### src/rtl/sent_tx_pulse_gen.sv
// SENT transmitter frame encoder: sync, status, six data nibbles and CRC as tick-timed pulses.
// Define SENT_TX_PAUSE_EN to pad every frame with a pause pulse to exactly FRAME_TICKS ticks.
module sent_tx_pulse_gen #(
  parameter int LOW_TICKS   = 5,
  parameter int SYNC_TICKS  = 56,
  parameter int FRAME_TICKS = 284
) (
  input  logic        clk_tx,
  input  logic        reset_tx,
  input  logic        ticks_i,
  input  logic        load_i,
  input  logic [3:0]  status_i,
  input  logic [23:0] data_i,
  output logic        ready_o,
  output logic        sent_o,
  output logic [3:0]  crc_o,
  output logic        frame_done_o
);

  // Counter width follows the longest possible pulse/frame count.
  localparam int CW = $clog2(FRAME_TICKS + 1);
  localparam logic [CW-1:0] C_LOW  = CW'(LOW_TICKS);
  localparam logic [CW-1:0] C_SYNC = CW'(SYNC_TICKS);
  localparam logic [CW-1:0] C_NIB0 = CW'(12);

  localparam logic [2:0] ST_IDLE  = 3'd0;
  localparam logic [2:0] ST_ARM   = 3'd1;
  localparam logic [2:0] ST_SYNC  = 3'd2;
  localparam logic [2:0] ST_NIB   = 3'd3;
`ifdef SENT_TX_PAUSE_EN
  localparam logic [2:0] ST_PAUSE = 3'd4;
  localparam logic [CW-1:0] C_FRAME = CW'(FRAME_TICKS);
`endif

  logic          r_ticks_d;
  logic [2:0]    r_state;
  logic [CW-1:0] r_cnt;
  logic [2:0]    r_nib_idx;
  logic [3:0]    r_status;
  logic [23:0]   r_data;
  logic [3:0]    r_crc;
  logic          r_sent;
  logic          r_ready;
  logic          r_frame_done;
`ifdef SENT_TX_PAUSE_EN
  logic [CW-1:0] r_acc;
`endif

  logic          w_tick_evt;
  logic          w_accept;
  logic [3:0]    w_crc;
  logic [3:0]    w_nib;
  logic [CW-1:0] w_nib_len;
  logic          w_pulse_end;

  function automatic logic [3:0] crc_tab(input logic [3:0] idx);
    logic [3:0] v;
    case (idx)
      4'd0:    v = 4'd0;
      4'd1:    v = 4'd13;
      4'd2:    v = 4'd7;
      4'd3:    v = 4'd10;
      4'd4:    v = 4'd14;
      4'd5:    v = 4'd3;
      4'd6:    v = 4'd9;
      4'd7:    v = 4'd4;
      4'd8:    v = 4'd1;
      4'd9:    v = 4'd12;
      4'd10:   v = 4'd6;
      4'd11:   v = 4'd11;
      4'd12:   v = 4'd15;
      4'd13:   v = 4'd2;
      4'd14:   v = 4'd8;
      default: v = 4'd5;
    endcase
    return v;
  endfunction

  // Handshake: a frame is accepted on a clk_tx edge where load_i and ready_o are both high;
  // ready_o drops the next cycle and returns high together with frame_done_o.
  assign w_tick_evt = ticks_i & ~r_ticks_d;
  assign w_accept   = load_i & r_ready;

  // CRC over d0..d5 from seed 5 plus one trailing zero nibble; status is excluded.
  always_comb begin
    logic [3:0] v_crc;
    v_crc = 4'h5;
    for (int i = 5; i >= 0; i--) begin
      v_crc = crc_tab(v_crc) ^ data_i[i*4 +: 4];
    end
    w_crc = crc_tab(v_crc);
  end

  always_comb begin
    w_nib = r_status;
    case (r_nib_idx)
      3'd0:    w_nib = r_status;
      3'd1:    w_nib = r_data[23:20];
      3'd2:    w_nib = r_data[19:16];
      3'd3:    w_nib = r_data[15:12];
      3'd4:    w_nib = r_data[11:8];
      3'd5:    w_nib = r_data[7:4];
      3'd6:    w_nib = r_data[3:0];
      default: w_nib = r_crc;
    endcase
  end

  assign w_nib_len = C_NIB0 + {{(CW-4){1'b0}}, w_nib};

  always_comb begin
    w_pulse_end = 1'b0;
    case (r_state)
      ST_SYNC:  w_pulse_end = (r_cnt == C_SYNC);
      ST_NIB:   w_pulse_end = (r_cnt == w_nib_len);
`ifdef SENT_TX_PAUSE_EN
      ST_PAUSE: w_pulse_end = (r_acc + CW'(1) == C_FRAME);
`endif
      default:  w_pulse_end = 1'b0;
    endcase
  end

  always_ff @(posedge clk_tx) begin
    if (reset_tx) begin
      r_ticks_d    <= 1'b0;
      r_state      <= ST_IDLE;
      r_cnt        <= '0;
      r_nib_idx    <= '0;
      r_status     <= '0;
      r_data       <= '0;
      r_crc        <= '0;
      r_sent       <= 1'b1;
      r_ready      <= 1'b1;
      r_frame_done <= 1'b0;
`ifdef SENT_TX_PAUSE_EN
      r_acc        <= '0;
`endif
    end else begin
      r_ticks_d    <= ticks_i;
      r_frame_done <= 1'b0;
      case (r_state)
        ST_IDLE: begin
          if (w_accept) begin
            r_status <= status_i;
            r_data   <= data_i;
            r_crc    <= w_crc;
            r_ready  <= 1'b0;
            r_state  <= ST_ARM;
          end
        end
        ST_ARM: begin
          if (w_tick_evt) begin
            r_sent    <= 1'b0;
            r_cnt     <= CW'(1);
            r_nib_idx <= '0;
            r_state   <= ST_SYNC;
`ifdef SENT_TX_PAUSE_EN
            r_acc     <= '0;
`endif
          end
        end
        ST_SYNC, ST_NIB
`ifdef SENT_TX_PAUSE_EN
        , ST_PAUSE
`endif
        : begin
          if (w_tick_evt) begin
`ifdef SENT_TX_PAUSE_EN
            r_acc <= r_acc + CW'(1);
`endif
            if (w_pulse_end) begin
              // Default: the next pulse starts on this same tick.
              r_sent <= 1'b0;
              r_cnt  <= CW'(1);
              if (r_state == ST_SYNC) begin
                r_state   <= ST_NIB;
                r_nib_idx <= '0;
              end else if (r_state == ST_NIB && r_nib_idx != 3'd7) begin
                r_nib_idx <= r_nib_idx + 3'd1;
`ifdef SENT_TX_PAUSE_EN
              end else if (r_state == ST_NIB) begin
                r_state <= ST_PAUSE;
`endif
              end else begin
                r_sent       <= 1'b1;
                r_cnt        <= '0;
                r_state      <= ST_IDLE;
                r_ready      <= 1'b1;
                r_frame_done <= 1'b1;
              end
            end else begin
              r_cnt <= r_cnt + CW'(1);
              if (r_cnt == C_LOW) r_sent <= 1'b1;
            end
          end
        end
        default: r_state <= ST_IDLE;
      endcase
    end
  end

  assign ready_o      = r_ready;
  assign sent_o       = r_sent;
  assign crc_o        = r_crc;
  assign frame_done_o = r_frame_done;

endmodule

### config.mk
export PLATFORM = sky130hd
export DESIGN_NAME = sent_tx_pulse_gen
export DESIGN_NICKNAME = d
export VERILOG_FILES = /design/src/rtl/sent_tx_pulse_gen.sv
export SDC_FILE = /design/constraint.sdc
export NUM_CORES = 1
export LEC_CHECK = 0
export CAP_MARGIN = 10
export CORE_UTILIZATION = 50
export CTS_BUF_LIST = sky130_fd_sc_hd__clkbuf_16
export DETAILED_ROUTE_END_ITERATION = 12
export GPL_TIMING_DRIVEN = 0
export PLACE_DENSITY = 0.8
export SETUP_SLACK_MARGIN = 0.4
export SLEW_MARGIN = 10
export SYNTH_ARGS = -nofsm -noshare
export SYNTH_HDL_FRONTEND = slang
export SYNTH_SLANG_ARGS = --single-unit
### constraint.sdc
create_clock -name clk_tx -period 7.8 [get_ports clk_tx]
set_clock_uncertainty 0.1 [all_clocks]
set_input_delay 0.78 -clock clk_tx [delete_from_list [all_inputs] [get_ports clk_tx]]
set_output_delay 0.78 -clock clk_tx [all_outputs]
set_load 0.02 [all_outputs]
**Word-level counts from Yosys, hierarchy flattened**

Memories as Yosys holds them, arrays and structs flattened. A register that Yosys moved wholly into a read port is not among the register bits.
Cells that the tools add are included.

- $add $sub $neg: 3
- Eq/ne operators: 22
- Muxes and demuxes: 34
- Bitwise operators: 12
- Reduce and logical (&&, ||, !) cells: 13

Operators by type and width:

| kind | number |
|---|---|
| 3-bit 2-to-1 mux | 11 |
| 4-bit one-hot mux with 7 select lines | 1 |
| 9-bit 2-to-1 mux | 3 |
| 4-bit bitwise XOR | 5 |
| 9-bit one-hot mux with 2 select lines | 1 |
| 1-bit 2-to-1 mux | 13 |
| 3-bit by 2-bit == test with 1-bit output (second input constant) | 4 |
| 2-bit inequality test (second input constant) | 6 |
| 3-bit inequality test (second input constant) | 4 |
| 5-bit AND reduction | 2 |
| 9-bit by 1-bit adder with 9-bit output (second input constant) | 1 |
| 3-bit == test (second input constant) | 3 |
| 9-bit by 3-bit == test with 1-bit output (second input constant) | 1 |
| 9-bit by 5-bit == test with 1-bit output | 1 |
| 9-bit by 6-bit == test with 1-bit output (second input constant) | 1 |
| 3-bit one-hot mux with 3 select lines | 1 |
| 3-bit by 1-bit == test with 1-bit output (second input constant) | 2 |
| 3-bit logical NOT | 2 |
| 1-bit one-hot mux with 2 select lines | 3 |
| 3-bit one-hot mux with 2 select lines | 1 |
| 6-bit AND reduction | 1 |
| 4-bit by 4-bit adder with 5-bit output (first input constant) | 1 |
| 1-bit inverter | 4 |
| 4-bit AND reduction | 1 |
| 9 further kinds | 11 |

- Register bits: 47
- Memory bits (read-only): 384
- Input port bits: 32
- Output and inout port bits: 7
- Logic and storage cells: 99
- Memories: 6

Memories:

| memory | words | width | read ports | clocked after Yosys merged registers in | wr ports | RTL line | text |
|---|---|---|---|---|---|---|---|
| (name not given) | 16 | 4 | 1 | 0 | 0 | 58 | `case (idx)` |
| (name not given) | 16 | 4 | 1 | 0 | 0 | 58 |  |
| (name not given) | 16 | 4 | 1 | 0 | 0 | 58 |  |
| (name not given) | 16 | 4 | 1 | 0 | 0 | 58 |  |
| (name not given) | 16 | 4 | 1 | 0 | 0 | 58 |  |
| (name not given) | 16 | 4 | 1 | 1 | 0 | 58 |  |

**Depth between registers and ports, before layout**

Gate-level depths: netlist of run 1.
An unclocked memory read counts as a cell.

- Word-level depth: 11
- Depth in mapped cells: 16
- Depth with buffers taken out: 13

**Least setup slack after synthesis of run 1**

OpenSTA, ideal clock, no wires.

- Path kind: reg-to-reg
- Start point: register r_nib_idx[2]
- End point: register r_sent, in the netlist sent_o
- Library setup time: 0.114 ns
- Arrival time: 3.339 ns
- Data required time: 7.586 ns
- Setup slack: 4.247 ns
- Stages on the path, launching flop included: 17
- Buffers on the path: 3
- Period minus slack after synthesis: 3.553 ns
- Cells stage by stage: dfxtp_1 > clkbuf_1 > buf_2 > inv_1 > ha_1 > or4_4 > buf_6 > o211ai_1 > o22ai_1 > ha_1 > xnor2_1 > nor4_1 > o21ai_0 > a21oi_1 > nand4_1 > a2bb2oi_1 > a21o_1

- Word-level cells in the longest chain between the ends: 8
- Elaborated cells between the ends (all ways): 20
- Those cells by class: add/sub (1); eq/ne (9); mux (7); reduce/logical (3)

Ends and longest elaborated chain:

| element | RTL line | text |
|---|---|---|
| start: declaration | 38 | `logic [2:0] r_nib_idx;` |
| start signal: assignment | 178 | `r_nib_idx <= r_nib_idx + 3'd1;` |
| 3-bit == test (tied with other cells) | 96 | `case (r_nib_idx)` |
| 4-bit one-hot mux with 7 select lines | 96 |  |
| 4-bit by 4-bit adder with 5-bit output | 108 | `assign w_nib_len = C_NIB0 + {{(CW-4){1'b0}}, w_nib};` |
| 9-bit by 5-bit == test with 1-bit output | 114 | `ST_NIB: w_pulse_end = (r_cnt == w_nib_len);` |
| 1-bit one-hot mux with 2 select lines | 112 | `case (r_state)` |
| 1-bit 2-to-1 mux | 170 | `if (w_pulse_end) begin` |
| 1-bit 2-to-1 mux | 166 | `if (w_tick_evt) begin` |
| 1-bit one-hot mux with 2 select lines | 140 | `case (r_state)` |
| end signal: assignment | 152 | `r_sent <= 1'b0;` |
| end signal: assignment | 172 | `r_sent <= 1'b0;` |
| end signal: assignment | 184 | `r_sent <= 1'b1;` |
| end: declaration | 42 | `logic r_sent;` |

Parallel ways exist; a longest one is shown, timed or not. The select of a mux whose other input is x is not followed.
A chain may end at the register's enable or synchronous reset.

**Worst setup path in the final report of run 1**

- Start point: register r_nib_idx[2]
- End point: register r_cnt[0]

- Word-level cells in the longest chain between the ends: 8
- Elaborated cells between the ends (all ways): 18
- Those cells by class: add/sub (1); eq/ne (8); mux (7); reduce/logical (2)

Ends and longest elaborated chain:

| element | RTL line | text |
|---|---|---|
| 3-bit == test (tied with other cells) | 96 |  |
| 4-bit one-hot mux with 7 select lines | 96 |  |
| 4-bit by 4-bit adder with 5-bit output | 108 |  |
| 9-bit by 5-bit == test with 1-bit output | 114 |  |
| 1-bit one-hot mux with 2 select lines | 112 |  |
| 9-bit 2-to-1 mux (*) | 170 |  |
| 9-bit 2-to-1 mux (*) | 166 |  |
| 9-bit one-hot mux with 2 select lines (*) | 140 |  |
| end signal: assignment | 191 | `r_cnt <= r_cnt + CW'(1);` |
| end: declaration | 37 | `logic [CW-1:0] r_cnt;` |

Mark *: on every way between the ends. The rest lies on a longest branch, timed or not. The select of a mux whose other input is x is not followed.

==> results of run 1 <==
==> through the flow <==
step	power (mW)	hold slack (ns)	setup WS, ns
after floorplan	0.658	0.308	4.25
after global placement	0.768	0.329	3.78
after detailed placement	0.780	0.346	3.70
after CTS	0.991	0.355	3.68
after global routing	1.06	0.374	3.27
final	0.993	0.355	3.64
==> synthesized netlist by cell type (6+ instances only) <==
| library cell | number | area (sq um) |
|---|---|---|
| a21oi_1 | 38 | 190 |
| clkbuf_1 | 15 | 56.3 |
| dfxtp_1 | 50 | 1000 |
| ha_1 | 15 | 188 |
| inv_1 | 13 | 48.8 |
| mux2i_1 | 7 | 70.1 |
| nand2_1 | 78 | 293 |
| nand3_1 | 10 | 50.1 |
| nor2_1 | 16 | 60.1 |
| nor3_1 | 6 | 30.0 |
| o21ai_0 | 7 | 35.0 |
| xnor2_1 | 26 | 228 |
==> worst max-delay path by stage <==
| stage | start | end | slack (ns) | depth (start not counted) |
|---|---|---|---|---|
| after global placement | r_nib_idx[2] | r_cnt[0] | 3.78 | 16 |
| after floorplan | r_nib_idx[2] | sent_o | 4.25 | 16 |
| final | r_nib_idx[2] | r_cnt[0] | 3.64 | 16 |
| after detailed placement | r_nib_idx[2] | r_cnt[0] | 3.70 | 16 |
| after CTS | r_nib_idx[2] | r_cnt[0] | 3.68 | 16 |
| after global routing | r_nib_idx[2] | r_cnt[0] | 3.27 | 16 |
==> worst register-to-register path, cell delays in order (launching register included) <==
cell and delay (ns):
dfxtp_1 0.33, clkbuf_1 0.26, buf_2 0.30, inv_1 0.10, ha_1 0.28, or4_4 0.55, buf_6 0.16, o211ai_1 0.09
o21ai_0 0.16, ha_1 0.31, xnor2_1 0.12, nor4_1 0.20, o21ai_0 0.15, a21oi_1 0.30, nand4_1 0.25, o211ai_1 0.26
a31oi_1 0.10
==> per-layer routing <==
metal  routed length (um)  GRT usage [%]
met5                    0              0
met4                  197           9.09
met3                  386           4.14
met2                 3530           42.6
met1                 3050           29.7
==> state kept, by name, indices dropped and copies added (netlist names) <==
name	flops
r_cnt	9
ready_o	1
sent_o	1
r_nib_idx	3
r_data	24
r_status	4
frame_done_o	1
r_state	2
crc_o	4
r_ticks_d	1
==> kinds of logic (layout without fill, tap and decap cells) <==
family / count (synthesis) / after routing
multiplexers: 11 / 11
adder cells (fa/ha/maj): 15 / 15
AND/OR/NAND/NOR: 133 / 133
buffers and inverters: 31 / 76
XOR/XNOR: 37 / 37
AO/OA/AOI/OAI: 78 / 78
flip-flops: 50 / 50
==> layout make-up <==
cell class              count  share of cell area [%]
flip-flops and latches     50                    28.0
inverters                  13                    1.37
well taps                  72                    2.52
multi-input cells         274                    51.6
repair buffers             37                    10.4
clock inverters             3                   0.455
clock buffers               5                    3.50
plain buffers              18                    2.17
==> power groups by stage <==
stage	sequential, mW	combinational [mW]	clock (mW)
global route	0.355	0.476	0.226
finish	0.350	0.432	0.211
floorplan	0.353	0.305	0
CTS	0.349	0.429	0.213
global placement	0.352	0.416	0
detailed placement	0.354	0.426	0
==> results.md, run 1 <==
- Outcome: finished, final reports clean
- DRC: 0
- CTS Buffer Depth: 2
- # H-tree levels: 2
- Slew Viols, Final: 0
- Sw Share: 38.9%
- Sw power: 0.386 mW
- Clock Sinks: 50
- Hold wc startpoint: r_data[1]
- Fin area: 3570 sq um
- Pwr per Cell Area: 278 nW/um^2
- Prevailing post-synth register cell: dfxtp_1
- Hold Path Class: reg2reg
- First-pass GRT wire length: 11900 um
- Synth Instances: 355
- Crit-path cells: clkbuf_1 > buf_2 > inv_1 > ha_1 > or4_4 > buf_6 > o211ai_1 > o21ai_0 > ha_1 > xnor2_1 > nor4_1 > o21ai_0 > a21oi_1 > nand4_1 > o211ai_1 > a31oi_1
- Layout cells sized above 1: 7.50%
- Synthesized area: 2970 sq um
- Reg clk slew, reported paths: 0.07 ns
- Die Area: 6250 sq um
- Slew HR: 65.3%
- Setup crit start kind: flop
- R2r setup slk: 3.64 ns
- DR vias: 2632
- Pint: 0.607 mW
- Vias in the first global route: 2533
- Register Area: 1000 sq um
- HPWL Detailed: 5480 um
- Antenna-violating nets left: 0
- Filler instances: 500
- Die width: 79.1 um
- Final period utilization: 53.3%
- Sequential fraction of the synthesis area: 33.7%
- Worst path top cell family by delay: compound AO/OA/AOI/OAI gates
- Combinational Power Share: 43.5%
- Drt first-iter violations: 163
- Final core utilization: 63.7%
- Largest fanout on the critical path: 10
- Synth cell types: 54
- Post-Synth Adder-Cell Area: 6.32%
- IO Pins: 39
- Final TNS setup: 0 ns
- Placer congestion estimate: 0.862
- Worst hold stages: 2
- Syn Area/Cell: 8.37 sq um
- Post-synth EDFFs: 0
- Slowest-stage cell, CP: or4_4
- FMAX: 241 MHz
- Worst VDD drop: 0.000171 V
- Final min period: 4.16 ns
- Flops & latches, synth: 50
- Most frequent cells in the layout: 78 x nand2_1, 50 x dfxtp_1, 38 x a21oi_1, 37 x clkdlybuf4s50_1, 26 x xnor2_1
- Post-CTS resize count: 0
- Initial Utilization: 53.0%
- Most common cell after layout, fill and taps aside: nand2_1
- Critical path data required time: 7.86 ns
- Die Ht: 79.1 um
- Pre-Repair DR Iteration Count: 4
- Initial antenna violation count: 0
- Core Area: 5610 sq um
- Gr usage total: 24.3%
- Post-Syn Nets: 402
- Clock Latency Late Sink: 0.29 ns
- Hold-fix buffers at CTS: 0
- Yosys warning count: 0
- Largest net degree at the start of global routing: 16
- MaxCap Viol Count: 0
- Slowest stage delay, CP: 0.55 ns
- Area Growth Syn to Fin: 20.3%
- Worst R2R Path Depth: 16
- Num rows: 27
- Clock buffer count from CTS: 5
- Main combinational cell family by area after synthesis: simple AND/OR/NAND/NOR gates
- Dpl cell area: 3430 sq um
- Simple-Gate Fraction of Synth Area: 20.3%
- Final hold vios: 0
- Multi-input gate area: 1840 sq um
- Placed cell count: 464
- CTS tree: done
- Clk pwr share: 21.2%
- Lkg Pwr: 1.28 nW
- RSZ-0062 raised after global routing: false
- Kind of critical path: reg2reg
- # Post-CTS Setup Buffers: 0
- Nets: 446
- Worst path arrival time: 4.21 ns
- ANT cells: 0
- Async SR Flop Fraction: 0%
- Final setup fails: 0
- Avg WL per Cell: 15.2 um
- Worst Setup End Kind: flop
- Root Buffer Master: clkbuf_16
- Final Non-Filler Cells: 472
- Multiplexer area fraction after synthesis: 3.88%
- RR Endpoint: r_cnt[0]
- Via/cell ratio: 5.58
- Seq pwr share: 35.2%
- Total gr overflow: 0
- Tightest Pin Transition: 0.521 ns
- Final WL: 7170 um
- Complex-gate fraction of the synthesized area: 18.2%
- Worst flop-to-flop path startpoint: r_nib_idx[2]
- PortBufs: 37
- Hold Path Sink: r_data[1]
- Worst path bufs/invs: 4
- Synth Area in XOR/XNOR: 13.3%
(Power assumes the default switching activity.)
==> run 2: changes to the inputs <==
--- a/config.mk
+++ b/config.mk
@@ -10,7 +10,7 @@
 export CTS_BUF_LIST = sky130_fd_sc_hd__clkbuf_16
 export DETAILED_ROUTE_END_ITERATION = 12
 export GPL_TIMING_DRIVEN = 0
-export PLACE_DENSITY = 0.8
+export PLACE_DENSITY = 0.83
 export SETUP_SLACK_MARGIN = 0.4
 export SLEW_MARGIN = 10
 export SYNTH_ARGS = -nofsm -noshare
==> constraint.sdc (replaced) <==
create_clock -name clk_tx -period 3.5 [get_ports clk_tx]
set_clock_uncertainty 0.1 [all_clocks]
set_input_delay 0.35 -clock clk_tx [delete_from_list [all_inputs] [get_ports clk_tx]]
set_output_delay 0.35 -clock clk_tx [all_outputs]
set_load 0.02 [all_outputs]
==> run 2 against run 1 <==
Die area unchanged. Wire length increased by 5.5%. Via count increased by 3.5%. Design area increased by 6.3%. Clock power increased by 120%. Power increased by 130%. Critical path depth decreased by 1. Worst setup slack got worse by 3.5 ns. Flip-flop and latch count unchanged. Register-to-register slack got worse by 3.5 ns. Critical path type unchanged. Critical endpoint is now sent_o. Highest routed layer unchanged.
==> results.md, run 2 (synthesis results as in run 1) <==
- Slew HR: 65.5%
- MaxCap Viol Count: 0
- IO Pins: 39
- Hold Path Class: reg2reg
- Die width: 79.1 um
- Avg WL per Cell: 15.6 um
- HPWL Detailed: 5450 um
- Cell depth of the worst setup path: 15
- Gr usage total: 25.8%
- Hold-fix buffers at CTS: 0
- FMAX: 301 MHz
- CTS Buffer Depth: 2
- Kind of critical path: reg2reg
- Largest fanout on the critical path: 6
- Total gr overflow: 0
- Most frequent cells in the layout: 78 x nand2_1, 47 x dfxtp_1, 37 x a21oi_1, 37 x clkdlybuf4s50_1, 26 x xnor2_1
- Slew Viols, Final: 0
- Initial antenna violation count: 0
- # H-tree levels: 2
- Final period utilization: 94.9%
- Register Area: 1010 sq um
- Largest net degree at the start of global routing: 16
- Worst flop-to-flop path startpoint: r_nib_idx[0]
- Multi-input gate area: 1920 sq um
- DRC: 0
- Reg clk slew, reported paths: 0.07 ns
- Nets: 459
- Placer congestion estimate: 0.885
- Slowest-stage cell, CP: or4_4
- Critical path data required time: 3.59 ns
- Core Area: 5610 sq um
- Worst path top cell family by delay: compound AO/OA/AOI/OAI gates
- Max FFs per register: 24
- Clock Sinks: 50
- Final WL: 7560 um
- First-pass GRT wire length: 12500 um
- RSZ-0062 raised after global routing: true
- CP startpoint: r_nib_idx[0]
- Worst path bufs/invs: 3
- Die Area: 6250 sq um
- Final setup fails: 0
- Final TNS setup: 0 ns
- Drt first-iter violations: 188
- Vias in the first global route: 2697
- Root Buffer Master: clkbuf_16
- PortBufs: 37
- Largest reg by FF count: r_data
- R2r setup slk: 0.18 ns
- Setup crit start kind: flop
- Clock buffer count from CTS: 5
- Lkg Pwr: 1.37 nW
- Worst VDD drop: 0.000298 V
- Worst Setup End Kind: flop
- Outcome: finished, final reports clean
- Worst path arrival time: 3.41 ns
- CTS tree: done
- Slowest stage delay, CP: 0.42 ns
- Pre-Repair DR Iteration Count: 4
- Worst R2R Path Depth: 15
- RR Endpoint: sent_o
- Crit-path cells: buf_6 > ha_4 > ha_4 > or4_4 > buf_8 > buf_4 > o21ai_1 > ha_1 > xnor2_1 > nor4_2 > o21ai_1 > a21oi_2 > nand4_1 > a2bb2oi_1 > a21o_1
- Die Ht: 79.1 um
- Via/cell ratio: 5.61
- Antenna-violating nets left: 0
- Layout cells sized above 1: 14.5%
- Setup crit end: sent_o
- Biggest regs: r_data (24), r_cnt (9)
- Clock Latency Late Sink: 0.29 ns
- Most common cell after layout, fill and taps aside: nand2_1
- Num rows: 27
- Final hold vios: 0
- Pwr per Cell Area: 590 nW/um^2
- Filler instances: 467
- Final Non-Filler Cells: 485
- ANT cells: 0
- DR vias: 2723
- Area Growth Syn to Fin: 27.8%
- Placed cell count: 464
- Initial Utilization: 53.0%
- Tightest Pin Transition: 0.517 ns
- Final min period: 3.32 ns
run 2: layer usage:
layer	vias to the layer above	part of all wire, %	wire length (um)	global-route usage [%]
met2	92	49	3730	45.5
li1	1335	-	-	-
met1	1276	44	3300	31.5
met5	-	0	0	0
met4	0	2.8	213	9.45
met3	20	4.2	316	3.79
run 2: cell type report:
class                   instances  area share [%]
plain buffers                  18            2.93
clock buffers                   5            3.29
clock inverters                 3           0.428
inverters                      13            1.42
flip-flops and latches         50            26.5
repair buffers                 50            12.4
well taps                      72            2.37
multi-input cells             274            50.6
run 2: worst min path at each step:
stage | cells past startpoint | from | slack, ns | end
3_5_place_dp | 2 | r_data[16] | 0.35 | r_data[16]
5_1_grt | 2 | r_data[16] | 0.38 | r_data[16]
6_report | 1 | r_ticks_d | 0.35 | frame_done_o
4_1_cts | 2 | r_data[16] | 0.36 | r_data[16]
3_3_place_gp | 1 | r_ticks_d | 0.33 | frame_done_o
2_1_floorplan | 1 | r_ticks_d | 0.31 | frame_done_o
run 2: report_power, final:
| part | internal [mW] | switching (mW) |
|---|---|---|
| clock network | 0.261 | 0.211 |
| registers | 0.679 | 0.0996 |
| logic | 0.422 | 0.568 |
| total | 1.36 | 0.879 |
run 2: timing repair:
action                                  4_1_cts  5_1_grt
setup buffers                                10        3
endpoints found under the setup margin       17       17
hold endpoints to repair                      0        0
gates resized for setup                      19        3
pin swaps                                    11       10
run 2: through the flow:
| step | instance area (sq um) | total power [mW] | util [%] | setup slack, ns | hold WS, ns |
|---|---|---|---|---|---|
| 6_report | 3800 | 2.24 | 67.7 | 0.179 | 0.352 |
| 5_1_grt | 3800 | 2.37 | 67.7 | 0.0523 | 0.377 |
| 4_1_cts | 3760 | 2.21 | 67.0 | 0.156 | 0.358 |
| 3_5_place_dp | 3470 | 1.74 | 61.8 | -0.0458 | 0.349 |
| 2_1_floorplan | 3010 | 1.47 | - | 0.293 | 0.308 |
| 3_3_place_gp | 3470 | 1.70 | 61.8 | 0.0380 | 0.330 |
